--- src/rtl/fetch_prefetch_unit.sv ---
// Instruction fetch stage with a prefetch queue and a req/gnt memory port.
// Redirects clear the queue and drop responses for fetches already in flight.
module fetch_prefetch_unit #(
    parameter int PC_DATA_WIDTH = 20,
    parameter int INSTRUCTION_WIDTH = 32,
    parameter logic [PC_DATA_WIDTH-1:0] PC_INITIAL_ADDRESS = '0,
    parameter int PC_INCREMENT = 4,
    parameter int FIFO_DEPTH = 4,
    parameter int CNT_WIDTH = $clog2(FIFO_DEPTH + 1)
) (
    input  logic                         clk,
    input  logic                         rst_n,
    input  logic                         stall,
    input  logic                         flush,
    input  logic                         select_new_pc_in,
    input  logic [PC_DATA_WIDTH-1:0]     new_pc_in,
    output logic                         inst_mem_req_out,
    output logic [PC_DATA_WIDTH-1:0]     inst_mem_addr_out,
    input  logic                         inst_mem_gnt_in,
    input  logic                         inst_mem_rvalid_in,
    input  logic [INSTRUCTION_WIDTH-1:0] inst_mem_data_in,
    output logic [INSTRUCTION_WIDTH-1:0] instruction_reg_out,
    output logic [PC_DATA_WIDTH-1:0]     new_pc_out,
    output logic                         inst_valid_out,
    output logic [CNT_WIDTH-1:0]         fifo_count_out
);
    localparam int PTR_WIDTH = $clog2(FIFO_DEPTH);
    localparam logic [PC_DATA_WIDTH-1:0] PC_STEP = PC_DATA_WIDTH'(PC_INCREMENT);
    localparam logic [CNT_WIDTH:0] DEPTH = (CNT_WIDTH + 1)'(FIFO_DEPTH);

    logic [PC_DATA_WIDTH-1:0]     fetch_pc;
    logic [PC_DATA_WIDTH-1:0]     resp_pc;
    logic [PC_DATA_WIDTH-1:0]     q_pc   [FIFO_DEPTH];
    logic [INSTRUCTION_WIDTH-1:0] q_inst [FIFO_DEPTH];
    logic [PTR_WIDTH-1:0]         rd_ptr;
    logic [PTR_WIDTH-1:0]         wr_ptr;
    logic [CNT_WIDTH-1:0]         count;
    logic [CNT_WIDTH-1:0]         outstanding;
    logic [CNT_WIDTH-1:0]         drop_cnt;
    logic [CNT_WIDTH:0]           in_use;
    logic                         accept;
    logic                         resp;
    logic                         drop;
    logic                         push;
    logic                         pop;

    // Queued plus in-flight fetches never exceed the queue depth, so push never overflows
    assign in_use = {1'b0, count} + {1'b0, outstanding};
    assign inst_mem_req_out = rst_n & (in_use < DEPTH) & ~select_new_pc_in;
    assign inst_mem_addr_out = fetch_pc;
    assign accept = inst_mem_req_out & inst_mem_gnt_in;
    assign resp = inst_mem_rvalid_in & (outstanding != '0);
    assign drop = resp & (drop_cnt != '0);
    assign push = resp & ~drop & ~select_new_pc_in;
    assign pop = ~stall & ~flush & ~select_new_pc_in & (count != '0);
    assign fifo_count_out = count;

    always_ff @(posedge clk or negedge rst_n) begin
        if (!rst_n) begin
            fetch_pc <= PC_INITIAL_ADDRESS;
            resp_pc <= PC_INITIAL_ADDRESS;
            rd_ptr <= '0;
            wr_ptr <= '0;
            count <= '0;
            outstanding <= '0;
            drop_cnt <= '0;
        end else begin
            outstanding <= outstanding + CNT_WIDTH'(accept) - CNT_WIDTH'(resp);
            if (select_new_pc_in) begin
                fetch_pc <= new_pc_in;
                resp_pc <= new_pc_in;
                rd_ptr <= '0;
                wr_ptr <= '0;
                count <= '0;
                drop_cnt <= outstanding - CNT_WIDTH'(resp);
            end else begin
                if (accept)
                    fetch_pc <= fetch_pc + PC_STEP;
                if (drop)
                    drop_cnt <= drop_cnt - CNT_WIDTH'(1);
                if (push) begin
                    resp_pc <= resp_pc + PC_STEP;
                    wr_ptr <= wr_ptr + PTR_WIDTH'(1);
                end
                if (pop)
                    rd_ptr <= rd_ptr + PTR_WIDTH'(1);
                count <= count + CNT_WIDTH'(push) - CNT_WIDTH'(pop);
            end
        end
    end

    always_ff @(posedge clk or negedge rst_n) begin
        if (!rst_n) begin
            for (int i = 0; i < FIFO_DEPTH; i++) begin
                q_pc[i] <= '0;
                q_inst[i] <= '0;
            end
        end else if (push) begin
            q_pc[wr_ptr] <= resp_pc;
            q_inst[wr_ptr] <= inst_mem_data_in;
        end
    end

    always_ff @(posedge clk or negedge rst_n) begin
        if (!rst_n) begin
            instruction_reg_out <= '0;
            new_pc_out <= '0;
            inst_valid_out <= 1'b0;
        end else if (!stall) begin
            if (pop) begin
                instruction_reg_out <= q_inst[rd_ptr];
                new_pc_out <= q_pc[rd_ptr];
                inst_valid_out <= 1'b1;
            end else begin
                instruction_reg_out <= '0;
                inst_valid_out <= 1'b0;
            end
        end
    end
endmodule

--- config.mk ---
export PLATFORM = sky130hd
export DESIGN_NAME = fetch_prefetch_unit
export DESIGN_NICKNAME = d
export VERILOG_FILES = /design/src/rtl/fetch_prefetch_unit.sv
export SDC_FILE = /design/constraint.sdc
export NUM_CORES = 1
export LEC_CHECK = 0
export ABC_AREA = 1
export BUFFER_PORTS_ARGS = -buffer_cell sky130_fd_sc_hd__buf_4
export CORE_MARGIN = 2
export CORE_UTILIZATION = 59
export DETAILED_ROUTE_END_ITERATION = 8
export HOLD_SLACK_MARGIN = 0.05
export PLACE_DENSITY = 0.79
export SYNTH_ARGS = -nofsm -noshare
export SYNTH_HDL_FRONTEND = slang
export SYNTH_SLANG_ARGS = --single-unit
--- constraint.sdc ---
create_clock -name clk -period 2.61 [get_ports clk]
set_input_delay 0.1305 -clock clk [delete_from_list [all_inputs] [get_ports clk]]
set_output_delay 0.1305 -clock clk [all_outputs]
set_load 0.01 [all_outputs]
==> flow_metrics.py <==
metrics = {
    "status": {
        "outcome": "complete, no violations",
    },
    "synth": {
        "synth_top_area_share_pct": 55.2,
        "synth_top_area_cell": "dfrtp_1",
        "netlist_area_sq_um": 14200,
        "postSynthAreaPerCell_sq_um": 8.78,
        "synth_area_leaders": "dfrtp_1 55%, nand2_1 9.0%, o21ai_0 8.4%",
        "ys.flop_type": "dfrtp_1",
        "synthCells": 1621,
        "yosysUniqueCellTypes": 41,
        "syn_nets": 1698,
        "synthArstFlopShare_pct": 100,
        "yosysSeqAreaShare_pct": 55.2,
        "ys_warn_count": 0,
        "synth_seq_cells": 314,
        "synth_edf_count": 0,
    },
    "power_and_ir_drop": {
        "switching_share_pct": 31.3,
        "power_density_nw_per_um2": 877,
        "p_leak_uw": 0.00828,
        "peakVddDrop_mv": 0.478,
        "finalPower_uw": 14900,
        "clockPowerShare_pct": 30.5,
        "p_seq_share_pct": 45.4,
        "switchingPower_uw": 4660,
        "combinationalPowerShare_pct": 24.1,
        "internal-power_uw": 10300,
    },
    "worst_setup_path": {
        "worst-path-buf-inv": 1,
        "critPathKind": "flip-flop to flip-flop",
        "end_kind": "flip-flop",
        "crit_family": "adder cells",
        "worst_path_max_delay_cell": "dfrtp_1",
        "critPathLaunchType": "flip-flop",
        "required_ns": 2.99,
        "cp_cell_sequence": "ha_1, nand3_1, nand3_1, nor2_2, nand2_2, ha_1, inv_1, ha_1, fa_1, xnor2_1, xor2_1",
        "critPathMaxStageDelay_ns": 0.43,
        "crit_arrival_ns": 2.76,
        "cp_max_fo": 5,
        "cp_common_cell": "ha_1",
    },
    "clock_tree": {
        "insertion_delay_ns": 0.50,
        "clkTransAtPathRegs_ns": 0.06,
        "cts_max_level": 2,
        "numCtsBuffers": 34,
        "cts-root-buf": "clkbuf_16",
        "clock_sinks": 314,
        "tritoncts": "done",
        "postCtsSetupBuffers": 0,
        "clockBufferDepth": 3,
    },
    "die": {
        "die_y_um": 159,
        "initial_core_util_pct": 60.4,
        "core_sq_um": 23500,
        "die_w_um": 159,
        "rows": 56,
        "io_pins": 136,
        "dieArea_sq_um": 25400,
    },
    "cells_and_area": {
        "layout.nets": 1849,
        "area_growth_pct": 19.5,
        "antennaDiodeCount": 0,
        "design_area_sq_um": 17000,
        "drive_gt1_share_pct": 14.2,
        "fin_util_pct": 72.2,
    },
    "routing": {
        "vias": 12000,
        "drtAntennaViolNets": 0,
        "drt_pass1_iterations": 7,
        "drc": 0,
        "drt_wl_total_um": 35400,
        "dr.first_iter.drc_count": 1144,
        "vias_per_cell": 5.70,
        "wl_per_cell_um": 16.8,
    },
    "sta": {
        "setup_violations": 0,
        "tightest_slew_ns": 0.869,
        "fmax_mhz": 420,
        "period_share_pct": 91.3,
        "finalHoldViolCount": 0,
        "fin_crit_ns": 2.38,
        "slew_violations": 0,
        "relSlewSlack_pct": 42.1,
        "tns_ns": 0,
        "finClkSkew_ns": 0.0180,
        "rsz0062_at_grt": "false",
    },
    "global_routing": {
        "busiest_layer": "met2",
        "grt_pass1_wl_um": 59500,
        "grt_overflow": 0,
        "met1_usage_pct": 38.2,
        "grt_pass1_vias": 11900,
        "grt_max_degree": 133,
        "antenna_found_initial": 0,
        "grtUsageMet3_pct": 4.19,
        "met2_usage_pct": 48.0,
        "gr-usage-all-layers_pct": 28.3,
    },
    "hold_path": {
        "min_path_type": "input port to flip-flop",
    },
    "place": {
        "port_buffers": 135,
        "dp_hpwl_um": 20800,
        "placed_area_sq_um": 15400,
        "gp_congestion": 0.900,
    },
    "job": {
        "cap_violations": 0,
    },
}
==> power groups by stage <==
stage,Sequential (uW),Combinational (uW),Clock [uW]
after detailed placement,6820,3500,0
after global placement,6780,3360,0
final,6770,3590,4550
after CTS,6750,3600,4590
after floorplan,6750,2310,0
after global routing,6900,4110,4820
==> sequential cells by signal (all words and copies together) (netlist names) <==
register / count
q_pc: 80
fifo_count_out: 3
inst_valid_out: 1
q_inst: 128
outstanding: 3
resp_pc: 20
rd_ptr: 2
inst_mem_addr_out: 20
drop_cnt: 3
wr_ptr: 2
instruction_reg_out: 32
new_pc_out: 20
==> stage by stage <==
| step | setup WS [ns] | cells | hold slack (ns) |
|---|---|---|---|
| floorplan | 0.157 | 1621 | -0.165 |
| global placement | 0.290 | 2001 | 0.321 |
| detailed placement | 0.227 | 2001 | 0.323 |
| CTS | 0.215 | 2112 | 0.0583 |
| global route | 0.00488 | 2112 | 0.0852 |
| finish | 0.228 | 2112 | 0.0583 |
==> layout make-up <==
class / instances / area (sq um)
multi-input combinational: 1113 / 5470
inverter: 96 / 360
clock buffer: 49 / 1010
tap: 319 / 399
fill: 1752 / 6540
timing repair buffer: 213 / 1850
sequential: 314 / 7860
clock inverter: 8 / 43.8
==> per-layer routing <==
metal  part of all wire, %  wire (um)  vias up
met5                     0          0        -
met4                   2.6        937        0
met3                   6.5       2320       75
met2                    49      17200      459
met1                    42      14900     5811
li1                      -          -     5687
==> cell families after synthesis <==
logic type / Yosys count / synth area share (%)
simple gates: 626 / 17.6
compound gates: 458 / 18.5
flops: 314 / 55.2
buf+inv: 194 / 6.35
fa+ha+maj: 18 / 1.69
xor+xnor: 11 / 0.677
==> worst register-to-register path: stages (launching register included) <==
cell,delay (ns)
dfrtp_1,0.43
ha_1,0.31
nand3_1,0.08
nand3_1,0.08
nor2_2,0.13
nand2_2,0.07
ha_1,0.28
inv_1,0.04
ha_1,0.18
fa_1,0.38
xnor2_1,0.14
xor2_1,0.14
==> cells in the final DEF (no fill, tap or decap), types with 16 or more instances in the layout <==
cell type      netlist  routed
nand3_1             40      40
ha_1                16      16
nor2_1             216     216
o22ai_1             32      32
a22o_1              32      32
a31oi_1             21      21
inv_1               91      91
dlygate4sd3_1        0      54
buf_4                2     149
o21ai_2             24      24
clkbuf_16            0      35
nand2_1            341     341
dfrtp_1            314     312
o21ai_1             78      78
o21ai_0            239     239
==> cell usage after synthesis (2+ instances only) <==
library cell	count
a21boi_0	2
a21oi_1	14
a22o_1	32
a31oi_1	21
buf_1	3
buf_2	29
buf_4	2
buf_6	16
clkbuf_1	47
dfrtp_1	314
fa_1	2
ha_1	16
inv_1	91
inv_2	4
nand2_1	341
nand2_2	5
nand2_4	2
nand3_1	40
nand4_1	7
nor2_1	216
nor2_2	3
nor3_1	6
o211ai_1	10
o21ai_0	239
o21ai_1	78
o21ai_2	24
o22ai_1	32
o31ai_1	2
or2_2	2
xnor2_1	4
xor2_1	7
==> path summary, 6_finish.rpt <==
check,start,slack [ns],to,cells after the start
min in group asynchronous,rst_n,0.35,q_inst[23]$_DFFE_PN0P_,3
max reg2reg,fifo_count_out[1]$_DFF_PN0_,0.23,outstanding[2]$_DFF_PN0_,11
max in group asynchronous,rst_n,0.89,rd_ptr[0]$_DFFE_PN0P_,4
min,new_pc_in[16],0.06,inst_mem_addr_out[16]$_DFFE_PN0P_,5
max,fifo_count_out[1]$_DFF_PN0_,0.23,outstanding[2]$_DFF_PN0_,11
min reg2reg,q_inst[90]$_DFFE_PN0P_,0.48,q_inst[90]$_DFFE_PN0P_,2
==> repair_timing <==
item	4_1_cts	5_1_grt
hold endpoints to repair	297	0
hold buffers	54	0
gates resized for setup	0	0
endpoints found under the setup margin	0	1
(Power assumes the default switching activity.)
